File: src/rtl/minterm_scanner_if.sv
// Handshake and result bundle between the truth-table scanner and its requester.
// The name truth_table stands in for "table", which is a reserved word.
interface minterm_scanner_if;
    logic        start;
    logic        ack;
    logic        f_in;
    logic [3:0]  vec;
    logic        busy;
    logic        done;
    logic [15:0] truth_table;
    logic [4:0]  ones;

    modport master (
        output start, ack, f_in,
        input  vec, busy, done, truth_table, ones
    );

    modport slave (
        input  start, ack, f_in,
        output vec, busy, done, truth_table, ones
    );
endinterface

File: src/rtl/minterm_scanner.sv
// Walks a 4-input function through all 16 input vectors and captures its truth table.
//   state | meaning
//   IDLE  | vec parked at 0, results held, waiting for start
//   DRIVE | presenting vec, sampling f_in once per vector after SETTLE extra cycles
//   DONE  | results and vec=15 held until ack
module minterm_scanner #(
    parameter int SETTLE = 0
) (
    input  logic               clk,
    input  logic               rst,
    minterm_scanner_if.slave   bus
);

    localparam logic [3:0] SETTLE_CNT = 4'(SETTLE);

    typedef enum logic [1:0] {
        IDLE  = 2'd0,
        DRIVE = 2'd1,
        DONE  = 2'd2
    } state_t;

    state_t      state, state_nxt;
    logic [3:0]  vec_q;
    logic [3:0]  settle_cnt;
    logic [15:0] table_q;
    logic [4:0]  ones_q;
    logic        sample_now;
    logic        busy_c, done_c;

    assign sample_now = (state == DRIVE) && (settle_cnt == SETTLE_CNT);

    always_ff @(posedge clk or posedge rst) begin
        if (rst) begin
            state <= IDLE;
        end else begin
            state <= state_nxt;
        end
    end

    always_comb begin
        state_nxt = state;
        case (state)
            IDLE:    if (bus.start) state_nxt = DRIVE;
            DRIVE:   if (sample_now && vec_q == 4'hF) state_nxt = DONE;
            DONE:    if (bus.ack) state_nxt = IDLE;
            default: state_nxt = IDLE;
        endcase
    end

    always_comb begin
        busy_c = (state == DRIVE);
        done_c = (state == DONE);
    end

    // f_in is only looked at on the edge where the settle count reaches SETTLE.
    always_ff @(posedge clk or posedge rst) begin
        if (rst) begin
            vec_q      <= 4'h0;
            settle_cnt <= 4'h0;
            table_q    <= 16'h0000;
            ones_q     <= 5'd0;
        end else begin
            case (state)
                IDLE: begin
                    if (bus.start) begin
                        vec_q      <= 4'h0;
                        settle_cnt <= 4'h0;
                        table_q    <= 16'h0000;
                        ones_q     <= 5'd0;
                    end
                end
                DRIVE: begin
                    if (!sample_now) begin
                        settle_cnt <= settle_cnt + 4'd1;
                    end else begin
                        table_q[vec_q] <= bus.f_in;
                        ones_q         <= ones_q + {4'b0000, bus.f_in};
                        settle_cnt     <= 4'h0;
                        if (vec_q != 4'hF) vec_q <= vec_q + 4'd1;
                    end
                end
                DONE: begin
                    if (bus.ack) vec_q <= 4'h0;
                end
                default: vec_q <= 4'h0;
            endcase
        end
    end

    assign bus.vec         = vec_q;
    assign bus.busy        = busy_c;
    assign bus.done        = done_c;
    assign bus.truth_table = table_q;
    assign bus.ones        = ones_q;

endmodule

File: src/flat_wrapper.sv
// flat-port wrapper written by rule: the top's interface ports become plain ports
module minterm_scanner_flat 
#(
    parameter int SETTLE = 0
)
  (clk, rst, bus_start, bus_ack, bus_f_in, bus_vec, bus_busy, bus_done, bus_truth_table, bus_ones);
  minterm_scanner_if bus_i ();
  input  logic clk;
  input  logic rst;
  input wire logic [$bits(bus_i.start)-1:0] bus_start;
  input wire logic [$bits(bus_i.ack)-1:0] bus_ack;
  input wire logic [$bits(bus_i.f_in)-1:0] bus_f_in;
  output wire logic [$bits(bus_i.vec)-1:0] bus_vec;
  output wire logic [$bits(bus_i.busy)-1:0] bus_busy;
  output wire logic [$bits(bus_i.done)-1:0] bus_done;
  output wire logic [$bits(bus_i.truth_table)-1:0] bus_truth_table;
  output wire logic [$bits(bus_i.ones)-1:0] bus_ones;
  assign bus_i.start = bus_start;
  assign bus_i.ack = bus_ack;
  assign bus_i.f_in = bus_f_in;
  assign bus_vec = bus_i.vec;
  assign bus_busy = bus_i.busy;
  assign bus_done = bus_i.done;
  assign bus_truth_table = bus_i.truth_table;
  assign bus_ones = bus_i.ones;
  minterm_scanner #(.SETTLE(SETTLE)) u_core (.clk(clk), .rst(rst), .bus(bus_i));
endmodule
File: config.mk
export PLATFORM = sky130hd
export DESIGN_NAME = minterm_scanner_flat
export DESIGN_NICKNAME = d
export VERILOG_FILES = /design/src/rtl/minterm_scanner_if.sv /design/src/rtl/minterm_scanner.sv /design/src/flat_wrapper.sv
export SDC_FILE = /design/constraint.sdc
export NUM_CORES = 1
export LEC_CHECK = 0
export BUFFER_PORTS_ARGS = -buffer_cell sky130_fd_sc_hd__buf_2
export CAP_MARGIN = 10
export CORE_UTILIZATION = 57
export CTS_BUF_LIST = sky130_fd_sc_hd__clkbuf_4
export CTS_CLUSTER_SIZE = 28
export DETAILED_ROUTE_END_ITERATION = 16
export PLACE_DENSITY = 0.83
export SLEW_MARGIN = 20
export SYNTH_ARGS = -nofsm -noshare
export SYNTH_HDL_FRONTEND = slang
export SYNTH_SLANG_ARGS = --single-unit
File: constraint.sdc
create_clock -name clk -period 2.25 [get_ports clk]
set_input_delay 0.45 -clock clk [delete_from_list [all_inputs] [get_ports clk]]
set_output_delay 0.45 -clock clk [all_outputs]
set_load 0.03 [all_outputs]
After elaboration in Yosys (flattened, before gate mapping)
Index checks and enable logic that the tools add are counted.

Register bits: 31. Input port bits: 5. Output and inout port bits: 27. Word-level logic and storage cells: 49.

Add/subtract/negate cells: 3. Order comparisons: 2. Eq/ne operators: 9. Muxes and demuxes: 20. Reductions and logical operators: 10.

Operators with widths (count): $mux 16 (2); $pmux 16 s2 (1); $mux 4 (5); $bwmux 16 (1); $pmux 4 s3 (1); $mux 5 (2); $pmux 5 s2 (1); $add 4x1->4 const B (2); $pmux 4 s2 (1); $mux 2 (3); $ne 2x1->1 const B (3); $pmux 2 s3 (1); $reduce_and 3->1 (2); $add 5x1->5 (1); $lt 4x5->1 const B (1); $demux 1 s4 (1); $eq 4x4->1 const B (1); $ge 4x1->1 const B (1); $logic_not 4->1 (1); $ne 2x2->1 const B (2); $ne 4x4->1 const B (1); $reduce_and 4->1 (1); $logic_and 1x1->1 (3); $eq 2x1->1 const B (1); other kinds (5) (5).

Longest topological paths before layout
Depth after elaboration: 7. Gate-level depth with buffers: 8.

Worst setup path before layout
Ideal clock, no wire load.

Path type: register -> register. From: reg u_core.settle_cnt[0]. To: reg u_core.table_q[7] (netlist: u_core.bus.truth_table[7]). Arrival time: 1.595 ns. Slack: 0.575 ns. Stages on the path, launching flop included: 9. Path buffers: 2. Clock period less this slack: 1.675 ns. Path through: dfrtp_1 -> inv_1 -> ha_1 -> and4bb_2 -> or2_1 -> buf_4 -> buf_6 -> nand3_1 -> mux2i_1.

Longest elaborated chain between the ends: 4.

RTL lines: start, declared (line minterm_scanner.sv:24) `logic [3:0] settle_cnt;`; start signal, assigned (line minterm_scanner.sv:74) `settle_cnt <= settle_cnt + 4'd1;`; $logic_not 4->1 (line minterm_scanner.sv:30) `assign sample_now = (state == DRIVE) && (settle_cnt == SETTLE_CNT);`; $logic_and 1x1->1 (line minterm_scanner.sv:30); $ne 2x1->1 (no line); $reduce_and 3->1 (no line); end signal, assigned by index (line minterm_scanner.sv:76) `table_q[vec_q] <= bus.f_in;`; end, declared (line minterm_scanner.sv:25) `logic [15:0] table_q;`.

No other way between the ends. A chain may end at the register's enable or synchronous reset.

Worst setup path in the final report
From: reg u_core.state[1]. To: out bus_busy.

Longest elaborated chain between the ends: 1.

RTL lines: start, declared (line minterm_scanner.sv:22) `state_t state, state_nxt;`; start signal, assigned (line minterm_scanner.sv:36) `state <= state_nxt;`; $eq 2x1->1 (line minterm_scanner.sv:51) `busy_c = (state == DRIVE);`; end, declared (line flat_wrapper.sv:14) `output wire logic [$bits(bus_i.busy)-1:0] bus_busy;`.

No other way between the ends.

==> metrics.md <==
| Metric | Value |
|---|---|
| DRT Pass-1 Iters | 4 |
| Final WL | ~3700 um |
| Pwr Density | about 1400 nW/um2 |
| Part of the Yosys area used for sequential elements | 46.79% |
| Total gr overflow | 0 |
| Cell count after synthesis | around 170 |
| Via-to-Cell Ratio | roughly 5.8 |
| WL/cell | 15.41 um |
| CTS buffer count | 5 |
| CTS tree | done |
| Vias in the first global route | 1411 |
| Period utilization | 86.64% |
| Clock Skew | 0.01206 ns |
| Clk_lat worst skew | 0.35 ns |
| Initial core utilization | 60.12% |
| Largest net degree at the start of global routing | 32 |
| Setup_tns | 0 ns |
| Largest fanout on the critical path | 7 |
| Core area | 2758 um2 |
| Pre-CTS setup slack | 0.4015 ns |
| Hold/Removal Path Class | in2async |
| Final Wtd Congestion | about 0.83 |
| Rel. slew slack | between 60% and 70% |
| Arr. time, crit path | 1.50 ns |
| Share of synthesized registers carrying an async set or reset | 100.0% |
| Global-route wire length before repair | 6423 um |
| CTS Sinks | 31 |
| # port buffers | 31 |
| Commonest non-fill, non-tap cells in the layout | buf_2, dfrtp_1, nand2_1 |
| Final core occ | around 70% |
| # setup viols final | 0 |
| CTS Hold Bufs | 0 |
| Post-synthesis instance area | 1658 um2 |
| Post-cts resize count | 0 |
| Net Count, Synth | roughly 190 |
| Crit path time final | 1.949 ns |
| Fin area | about 1900 um2 |
| CP Launch Type | register |
| Crit end category | primary output |
| Area Overhead vs Synth | 13.96% |
| I/O pin cnt | 32 |
| Filler cells | 215 |
| Placed Instances | 230 |
| Die width | around 56 um |
| Initial antenna violation count | 0 |
| Placed instance area | 1837 um2 |
| Max Cap Viol | 0 |
| Total GRT Usage | between 20% and 30% |
| RSZ-0062 raised after global routing | false |
| Hpwl dp | 2666 um |
| Number of flops mapped to enable cells by yosys | 0 |
| Worst vdd ir | 1.051 mV |
| Detailed-route via count | 1377 |
| Max Buffers Root-to-Sink | 2 |
| Nets@finish | about 220 |
| Clock root cell | clkbuf_4 |
| Ratio of cells with drive above 1 in the final layout | 20.77% |
| Postcts setup bufs | 0 |
| H-Tree Depth | 2 |
| Die height | 55.93 um |
| Least-Margin Pin Slew | 0.5273 ns |
| Die area | roughly 3100 um2 |
| Outcome | finished, final reports clean |
| Synth warn | 0 |
| DRC | 0 |
| Setup WS post-layout | 0.3007 ns |
| Clock slew at reported path FFs | 0.10 ns |
| Site row count | 19 |
| # diodes | 0 |
| Leakage power total | a little over 1 nW |
| Max Clock Freq | ~0.51 GHz |
| Required @ worst endpoint | 1.80 ns |
| Final Instance Count excl. Fillers | 238 |
| Distinct cells, synth | 33 |
| Kind of critical path | reg2out |
| Mean area per synthesized cell | ~9.6 um2 |
| ANT nets after route | 0 |
| Synthesis-stage register bit count | 31 |
| Final Hold Fails | 0 |
| Synth Flop Type | dfrtp_1 |
| Final Max Slew Viols | 0 |
| Initial DRC Count | 49 |
==> synthesized netlist by cell type, types with 2 or more instances <==
master / instances / share of area (%)
inv_1: 10 / 2.3
nor3_1: 3 / 0.91
nor2b_1: 9 / 3.4
ha_1: 8 / 6.0
mux2i_1: 16 / 9.7
o2111ai_1: 2 / 1.1
dfrtp_1: 31 / 47
xor2_1: 3 / 1.6
nor2_1: 9 / 2.0
nand3_1: 16 / 4.8
nand2_1: 26 / 5.9
buf_2: 2 / 0.60
o31ai_1: 4 / 1.8
a21oi_1: 2 / 0.60
nand4_1: 3 / 1.1
a22o_1: 2 / 1.1
o21ai_0: 8 / 2.4
clkbuf_1: 3 / 0.68
==> state kept, by name, summed over array words and instances, names as in the netlist <==
name	flops
u_core.bus.ones	5
u_core.settle_cnt	4
u_core.state	2
u_core.bus.truth_table	16
u_core.bus.vec	4
==> layout make-up <==
type / count / area (um2) / area share, %
inverters: 10 / 37.54 / 1.987
repair buffers: 35 / 185.2 / 9.801
flip-flops and latches: 31 / 775.7 / 41.06
multi-input cells: 123 / 799.5 / 42.32
well taps: 31 / 38.79 / 2.053
clock inverters: 2 / 7.507 / 0.3974
clock buffers: 6 / 45.04 / 2.384
==> logic make-up (layout without fill, tap and decap cells) <==
logic type / Yosys count / after routing / share of synthesized area (%)
buffers and inverters: 18 / 53 / 4.981
DFF: 31 / 31 / 46.79
and+or+nand+nor: 73 / 73 / 21.51
xor gates and xnor gates: 3 / 3 / 1.585
muxes: 16 / 16 / 9.660
AOI/OAI and AO/OA: 23 / 23 / 9.435
adders and majority gates: 8 / 8 / 6.038
==> path summary, 6_finish.rpt <==
| kind | from | endpoint | slack [ns] | cells past startpoint |
|---|---|---|---|---|
| min reg2reg | u_core.bus.truth_table[6] | u_core.bus.truth_table[6] | 0.53 | 2 |
| max in group asynchronous | rst | u_core.bus.truth_table[6] | 1.80 | 3 |
| min | rst | u_core.settle_cnt[3] | 0.16 | 3 |
| min in group clk | bus_f_in | u_core.bus.truth_table[15] | 0.50 | 3 |
| max | u_core.state[1] | bus_busy | 0.30 | 3 |
| max reg2reg | u_core.settle_cnt[0] | u_core.bus.truth_table[2] | 0.38 | 6 |
==> power breakdown <==
part | total, mW | leakage, nW | internal [mW] | switching (mW)
Sequential | 0.972 | 0.402 | 0.770 | 0.202
Combinational | 1.43 | 0.596 | 0.449 | 0.976
Clock | 0.319 | 0.0307 | 0.127 | 0.192
==> per-stage QoR <==
stage / power, mW / hold WS (ns)
2_1_floorplan: 2.039 / 0.4994
3_3_place_gp: 2.298 / 0.5093
3_5_place_dp: 2.397 / 0.5176
4_1_cts: 2.715 / 0.1707
5_1_grt: 2.909 / 0.2007
6_report: 2.716 / 0.1648
==> per-layer routing <==
| metal | vias to the layer above | share of wire [%] | GRT usage, % |
|---|---|---|---|
| met2 | 38 | 50 | 44.41 |
| met3 | 5 | 4.3 | 8.140 |
| met5 | - | 0 | 0 |
| li1 | 663 | - | - |
| met1 | 671 | 44 | 33.38 |
| met4 | 0 | 1.4 | 9.756 |
==> critical path, cell delays in order, from the launching register on <==
cell	delay, ns
dfrtp_1	0.45
nand2b_1	0.24
inv_1	0.23
buf_2	0.24
Note: power is estimated with default switching activity, not from simulation.
